$ cat config.mk
export PLATFORM = sky130hd
export DESIGN_NAME = control_unit
export DESIGN_NICKNAME = d
export VERILOG_FILES = /design/src/rtl/control_unit.sv
export SDC_FILE = /design/constraint.sdc
export NUM_CORES = 1
export LEC_CHECK = 0
export CAP_MARGIN = 20
export CORE_MARGIN = 2
export CORE_UTILIZATION = 38
export DETAILED_ROUTE_END_ITERATION = 6
export MAX_ROUTING_LAYER = met4
export PLACE_DENSITY = 0.89
export SYNTH_ARGS = -nofsm -noshare
export SYNTH_HDL_FRONTEND = slang
export SYNTH_SLANG_ARGS = --single-unit
$ cat constraint.sdc
create_clock -name clock -period 3.6 [get_ports clock]
set_clock_uncertainty 0.1 [all_clocks]
set_input_delay 0.72 -clock clock [delete_from_list [all_inputs] [get_ports clock]]
set_output_delay 0.72 -clock clock [all_outputs]
set_load 0.02 [all_outputs]
$ cat src/rtl/control_unit.sv
// Hardwired control sequencer: fetch T0-T2, per-opcode execute steps T3-T7, and a HALT sink.
// Enables decode from the current state plus IR/CON/mem_ready; the memory waits stretch T1 and ld T6.
module control_unit (
  input  logic        clock,
  input  logic        clear,
  input  logic [31:0] IR,
  input  logic        CON,
  input  logic        mem_ready,
  input  logic        stop,
  output logic        PCout,
  output logic        PCin,
  output logic        IncPC,
  output logic        MARin,
  output logic        MDRin,
  output logic        MDRout,
  output logic        Read,
  output logic        Write,
  output logic        IRin,
  output logic        Yin,
  output logic        Zin,
  output logic        Zlowout,
  output logic        Zhighout,
  output logic        HIin,
  output logic        LOin,
  output logic        HIout,
  output logic        LOout,
  output logic        Gra,
  output logic        Grb,
  output logic        Grc,
  output logic        Rin,
  output logic        Rout,
  output logic        BAout,
  output logic        Cout,
  output logic        CONin,
  output logic        InPortout,
  output logic        OutPortin,
  output logic [4:0]  alu_op,
  output logic        run
);

  typedef enum logic [3:0] {
    S_RST, S_T0, S_T1, S_T2, S_T3, S_T4, S_T5, S_T6, S_T7, S_HALT
  } state_t;

  localparam logic [4:0] OP_LD   = 5'd0;
  localparam logic [4:0] OP_LDI  = 5'd1;
  localparam logic [4:0] OP_ST   = 5'd2;
  localparam logic [4:0] OP_ADD  = 5'd3;
  localparam logic [4:0] OP_BR   = 5'd18;
  localparam logic [4:0] OP_JR   = 5'd19;
  localparam logic [4:0] OP_JAL  = 5'd20;
  localparam logic [4:0] OP_IN   = 5'd21;
  localparam logic [4:0] OP_OUT  = 5'd22;
  localparam logic [4:0] OP_MFHI = 5'd23;
  localparam logic [4:0] OP_MFLO = 5'd24;
  localparam logic [4:0] OP_NOP  = 5'd25;
  localparam logic [4:0] OP_HALT = 5'd26;

  state_t     r_state;
  state_t     w_next;
  logic       w_last;
  logic [4:0] w_op;
  logic       w_is_r, w_is_imm, w_is_md, w_is_un, w_is_mem, w_zero;
  logic       w_unused;

  assign w_op     = IR[31:27];
  assign w_unused = ^IR[26:0];
  assign w_is_r   = (w_op >= 5'd3)  && (w_op <= 5'd10);
  assign w_is_imm = (w_op >= 5'd11) && (w_op <= 5'd13);
  assign w_is_md  = (w_op == 5'd14) || (w_op == 5'd15);
  assign w_is_un  = (w_op == 5'd16) || (w_op == 5'd17);
  assign w_is_mem = (w_op <= OP_ST);
  assign w_zero   = (w_op == OP_NOP) || (w_op > OP_HALT);

  always_ff @(posedge clock or negedge clear) begin
    if (!clear) r_state <= S_RST;
    else        r_state <= w_next;
  end

  always_comb begin
    PCout = 1'b0; PCin = 1'b0; IncPC = 1'b0; MARin = 1'b0; MDRin = 1'b0;
    MDRout = 1'b0; Read = 1'b0; Write = 1'b0; IRin = 1'b0; Yin = 1'b0;
    Zin = 1'b0; Zlowout = 1'b0; Zhighout = 1'b0; HIin = 1'b0; LOin = 1'b0;
    HIout = 1'b0; LOout = 1'b0; Gra = 1'b0; Grb = 1'b0; Grc = 1'b0;
    Rin = 1'b0; Rout = 1'b0; BAout = 1'b0; Cout = 1'b0; CONin = 1'b0;
    InPortout = 1'b0; OutPortin = 1'b0;
    alu_op = 5'd0;
    run    = (r_state != S_RST) && (r_state != S_HALT);
    w_last = 1'b0;
    w_next = r_state;
    case (r_state)
      S_RST: w_next = S_T0;
      S_T0: begin
        PCout = 1'b1; MARin = 1'b1; IncPC = 1'b1; Zin = 1'b1;
        w_next = S_T1;
      end
      S_T1: begin
        // Incremented PC is committed only in the cycle the read completes.
        Zlowout = 1'b1; Read = 1'b1; MDRin = 1'b1;
        if (mem_ready) begin
          PCin = 1'b1;
          w_next = S_T2;
        end
      end
      S_T2: begin
        MDRout = 1'b1; IRin = 1'b1;
        if (w_op == OP_HALT) w_next = S_HALT;
        else if (w_zero)     w_last = 1'b1;
        else                 w_next = S_T3;
      end
      S_T3: begin
        w_next = S_T4;
        if (w_is_r || w_is_imm) begin
          Grb = 1'b1; Rout = 1'b1; Yin = 1'b1;
        end else if (w_is_md) begin
          Gra = 1'b1; Rout = 1'b1; Yin = 1'b1;
        end else if (w_is_un) begin
          Grb = 1'b1; Rout = 1'b1; Zin = 1'b1; alu_op = w_op;
        end else if (w_is_mem) begin
          Grb = 1'b1; BAout = 1'b1; Yin = 1'b1;
        end else if (w_op == OP_BR) begin
          Gra = 1'b1; Rout = 1'b1; CONin = 1'b1;
        end else if (w_op == OP_JAL) begin
          PCout = 1'b1; Grb = 1'b1; Rin = 1'b1;
        end else begin
          w_last = 1'b1;
          case (w_op)
            OP_JR:   begin Gra = 1'b1; Rout = 1'b1; PCin = 1'b1; end
            OP_IN:   begin InPortout = 1'b1; Gra = 1'b1; Rin = 1'b1; end
            OP_OUT:  begin Gra = 1'b1; Rout = 1'b1; OutPortin = 1'b1; end
            OP_MFHI: begin HIout = 1'b1; Gra = 1'b1; Rin = 1'b1; end
            OP_MFLO: begin LOout = 1'b1; Gra = 1'b1; Rin = 1'b1; end
            default: ;
          endcase
        end
      end
      S_T4: begin
        w_next = S_T5;
        if (w_is_r) begin
          Grc = 1'b1; Rout = 1'b1; Zin = 1'b1; alu_op = w_op;
        end else if (w_is_imm) begin
          Cout = 1'b1; Zin = 1'b1; alu_op = w_op;
        end else if (w_is_md) begin
          Grb = 1'b1; Rout = 1'b1; Zin = 1'b1; alu_op = w_op;
        end else if (w_is_mem) begin
          Cout = 1'b1; Zin = 1'b1; alu_op = OP_ADD;
        end else if (w_op == OP_BR) begin
          PCout = 1'b1; Yin = 1'b1;
        end else begin
          w_last = 1'b1;
          if (w_is_un) begin
            Zlowout = 1'b1; Gra = 1'b1; Rin = 1'b1;
          end else if (w_op == OP_JAL) begin
            Gra = 1'b1; Rout = 1'b1; PCin = 1'b1;
          end
        end
      end
      S_T5: begin
        w_next = S_T6;
        if (w_is_md) begin
          Zlowout = 1'b1; LOin = 1'b1;
        end else if ((w_op == OP_LD) || (w_op == OP_ST)) begin
          Zlowout = 1'b1; MARin = 1'b1;
        end else if (w_op == OP_BR) begin
          Cout = 1'b1; Zin = 1'b1; alu_op = OP_ADD;
        end else begin
          w_last = 1'b1;
          if (w_is_r || w_is_imm || (w_op == OP_LDI)) begin
            Zlowout = 1'b1; Gra = 1'b1; Rin = 1'b1;
          end
        end
      end
      S_T6: begin
        if (w_op == OP_LD) begin
          Read = 1'b1; MDRin = 1'b1;
          if (mem_ready) w_next = S_T7;
        end else if (w_op == OP_ST) begin
          Gra = 1'b1; Rout = 1'b1; MDRin = 1'b1;
          w_next = S_T7;
        end else begin
          w_last = 1'b1;
          if (w_is_md) begin
            Zhighout = 1'b1; HIin = 1'b1;
          end else if ((w_op == OP_BR) && CON) begin
            Zlowout = 1'b1; PCin = 1'b1;
          end
        end
      end
      S_T7: begin
        w_last = 1'b1;
        if (w_op == OP_LD) begin
          MDRout = 1'b1; Gra = 1'b1; Rin = 1'b1;
        end else if (w_op == OP_ST) begin
          Write = 1'b1;
        end
      end
      S_HALT: w_next = S_HALT;
      default: w_next = S_RST;
    endcase
    // stop is only honoured at an instruction boundary.
    if (w_last) w_next = stop ? S_HALT : S_T0;
  end

endmodule
==> results.txt <==
Outcome - complete, no violations
Cell taking the most area after synthesis - dfrtp_1
Fin. max-slew vios - 0
Synth Register Bits - 4
Largest net degree at the start of global routing - 13
Fmax - 0.284 GHz
Count leader, synth - nand2_1
Initial antenna violation count - 0
Synth area leaders - dfrtp_1 (9.9%), nand2_1 (8.1%), nor2_1 (6.7%), a21oi_1 (4.9%), nor3_1 (4.4%)
Gr usage total - 23.3%
Die W - 55.7 um
Filler Cell Count - 233
Synth cell count leaders - nand2_1 (22), nor2_1 (18), a21oi_1 (10)
Worst-path maximum fanout - 5
Slew @ Worst Pin - 0.431 ns
Hold path endpoint - r_state[1]
Die Ht - 55.7 um
Critical R2R Launch - r_state[0]
Post-synth EDFFs - 0
Startpoint Class - primary input
Reg2Reg Depth - 6
Syn. warnings - 0
Critical Path AT - 2.70 ns
Post-layout min period - 3.52 ns
Number of nets at the end of the flow - 262
Critical path class - primary input to output pin
Crit path required time - 2.78 ns
Hold Worst Slack - 0.504 ns
Worst slack, placed - -0.0745 ns
Clk Latency, worst-skew pair - 0.24 ns
Final period util - 97.7%
CTS Hold Bufs - 0
CTS Buffer Depth - 2
Post-synthesis sequential area ratio - 9.86%
H-tree levels - 1
Clock slew at the register clock pins of the worst setup and hold paths - 0.04 ns
Worst VDD drop - 645 uV
# IOs - 70
Initial Util - 40.6%
Share of cells above drive strength 1 - 18.8%
CTS tree - done
Max-cap violations - 0
First-pass DRT Iterations - 4
Fin worst setup slack - 0.0828 ns
Hold Path Class - flip-flop to flip-flop
Via/cell ratio - 5.85
Post-DP HPWL - 2.76 mm
Total clock sinks - 4
Synthesized area - 1010 um^2
Crit. End Element - output pin
Final Power - 0.000779 W
Via Count - 1480
Area Overhead vs Synth - 61.5%
Row count - 18
CTS Buf Count - 3
WHS Path Cells - 2
Die area - 3100 um^2
DRC - 0
Pwr Density - 475 nW/um^2
Antenna fix cells - 0
R2R setup slack - 1.56 ns
Final setup violating endpoints - 0
Vias in the first global route - 1304
Max reg flops - 4
Biggest register - r_state
Routed WL - 3.48 mm
Mapped Cells - 166
Rel. slew slack - 70.9%
RSZ-0062 raised after global routing - no
R2R Path End - r_state[0]
Drt initial violations - 82
Clk root buf - clkbuf_4
Final GP Congestion - 0.945
Synthesized Nets - 203
Buffers on Ports - 42
Static leakage - 0.824 nW
Count of cell types in the netlist - 50
Hold path startpoint - r_state[3]
Largest regs - r_state: 4 flops
Core area - 2500 um^2
Share of the synthesized area in the top cell type - 9.86%
Main synth FF type - dfrtp_1
Wire per inst - 13.8 um
Async S/R FF share, synth - 100%
Final hold vios - 0
First-pass GRT wire length - 5.87 mm
Grt ovf - 0
Antenna-violating nets left - 0
Synth Area per Inst - 6.11 um^2
-- layout make-up --
| cell class | count | area, um^2 | share of cell area (%) |
|---|---|---|---|
| timing repair buffer | 69 | 634 | 38.7 |
| clock buffer | 3 | 22.5 | 1.37 |
| tap | 30 | 37.5 | 2.29 |
| multi-input combinational | 140 | 818 | 49.9 |
| inverter | 7 | 26.3 | 1.60 |
| sequential | 4 | 100 | 6.11 |
-- worst max-delay path, stage by stage --
cell and delay [ns]:
clkdlybuf4s50_1 0.59, nand2_2 0.08, or3_4 0.35, buf_4 0.17, o21ai_0 0.15, clkdlybuf4s50_1 0.62
-- per-stage QoR --
step,cell area [um^2],instances,setup TNS (ns),utilization (%)
floorplan,1010,166,0,-
global route,1640,253,0,65.6
global placement,1600,250,-0.228,64.0
detailed placement,1600,250,-0.272,64.0
CTS,1620,253,0,64.8
finish,1640,253,0,65.6
-- how the worst max path moves through the flow --
| stage | start | to | slack [ns] | depth (start not counted) |
|---|---|---|---|---|
| finish | IR[29] | Grb | 0.08 | 6 |
| detailed placement | IR[30] | alu_op[0] | -0.07 | 8 |
| CTS | IR[28] | Zin | 0.004 | 6 |
| floorplan | IR[30] | MARin | 0.69 | 5 |
| global route | IR[31] | CONin | 0.009 | 6 |
| global placement | IR[30] | alu_op[0] | -0.07 | 8 |
-- cell families (layout without fill, tap and decap cells) --
kind of cell	Yosys count	after routing	synth area share [%]
simple gates	94	94	49.0
compound gates	44	44	29.5
buf+inv	22	79	9.99
flops	4	4	9.86
xor+xnor	2	2	1.73
-- placed cells by master, fill, tap and decap left out, drive strengths merged, types with 2 or more instances in the layout --
cell type	count
nor2	19
a211o	2
nand3	6
nand2	23
or2	2
nor3	9
a21oi	10
nor4	3
nand2b	5
clkdlybuf4s50	30
inv	7
o211ai	2
nor4b	2
and3	2
clkbuf	3
nand3b	4
dlygate4sd2	5
and2	5
nand4	3
a21o	2
nor2b	5
a22o	3
or3	3
dfrtp	4
o21ai	12
buf	27
o221ai	2
dlymetal6s2s	7
-- where the power goes --
part / leakage (nW) / switching, W / internal [W]
combinational: 0.761 / 0.000333 / 0.000287
clock: 0.0138 / 0.0000183 / 0.0000373
sequential: 0.0499 / 0.0000384 / 0.0000655
-- layer usage --
layer | vias up | wire length (um) | global-route usage [%]
met5 | - | 0 | -
met4 | 0 | 114 | 10.1
met3 | 12 | 344 | 3.72
met2 | 96 | 1650 | 36.9
met1 | 656 | 1370 | 29.3
li1 | 716 | - | -
-- repair_timing --
| item | in CTS | in global routing |
|---|---|---|
| gates resized for setup | 6 | 8 |
| pin swaps | 0 | 0 |
| buffers inserted | 0 | 0 |
| setup endpoints to repair | 9 | 8 |
No activity file was read; power rests on OpenSTA's default activity.
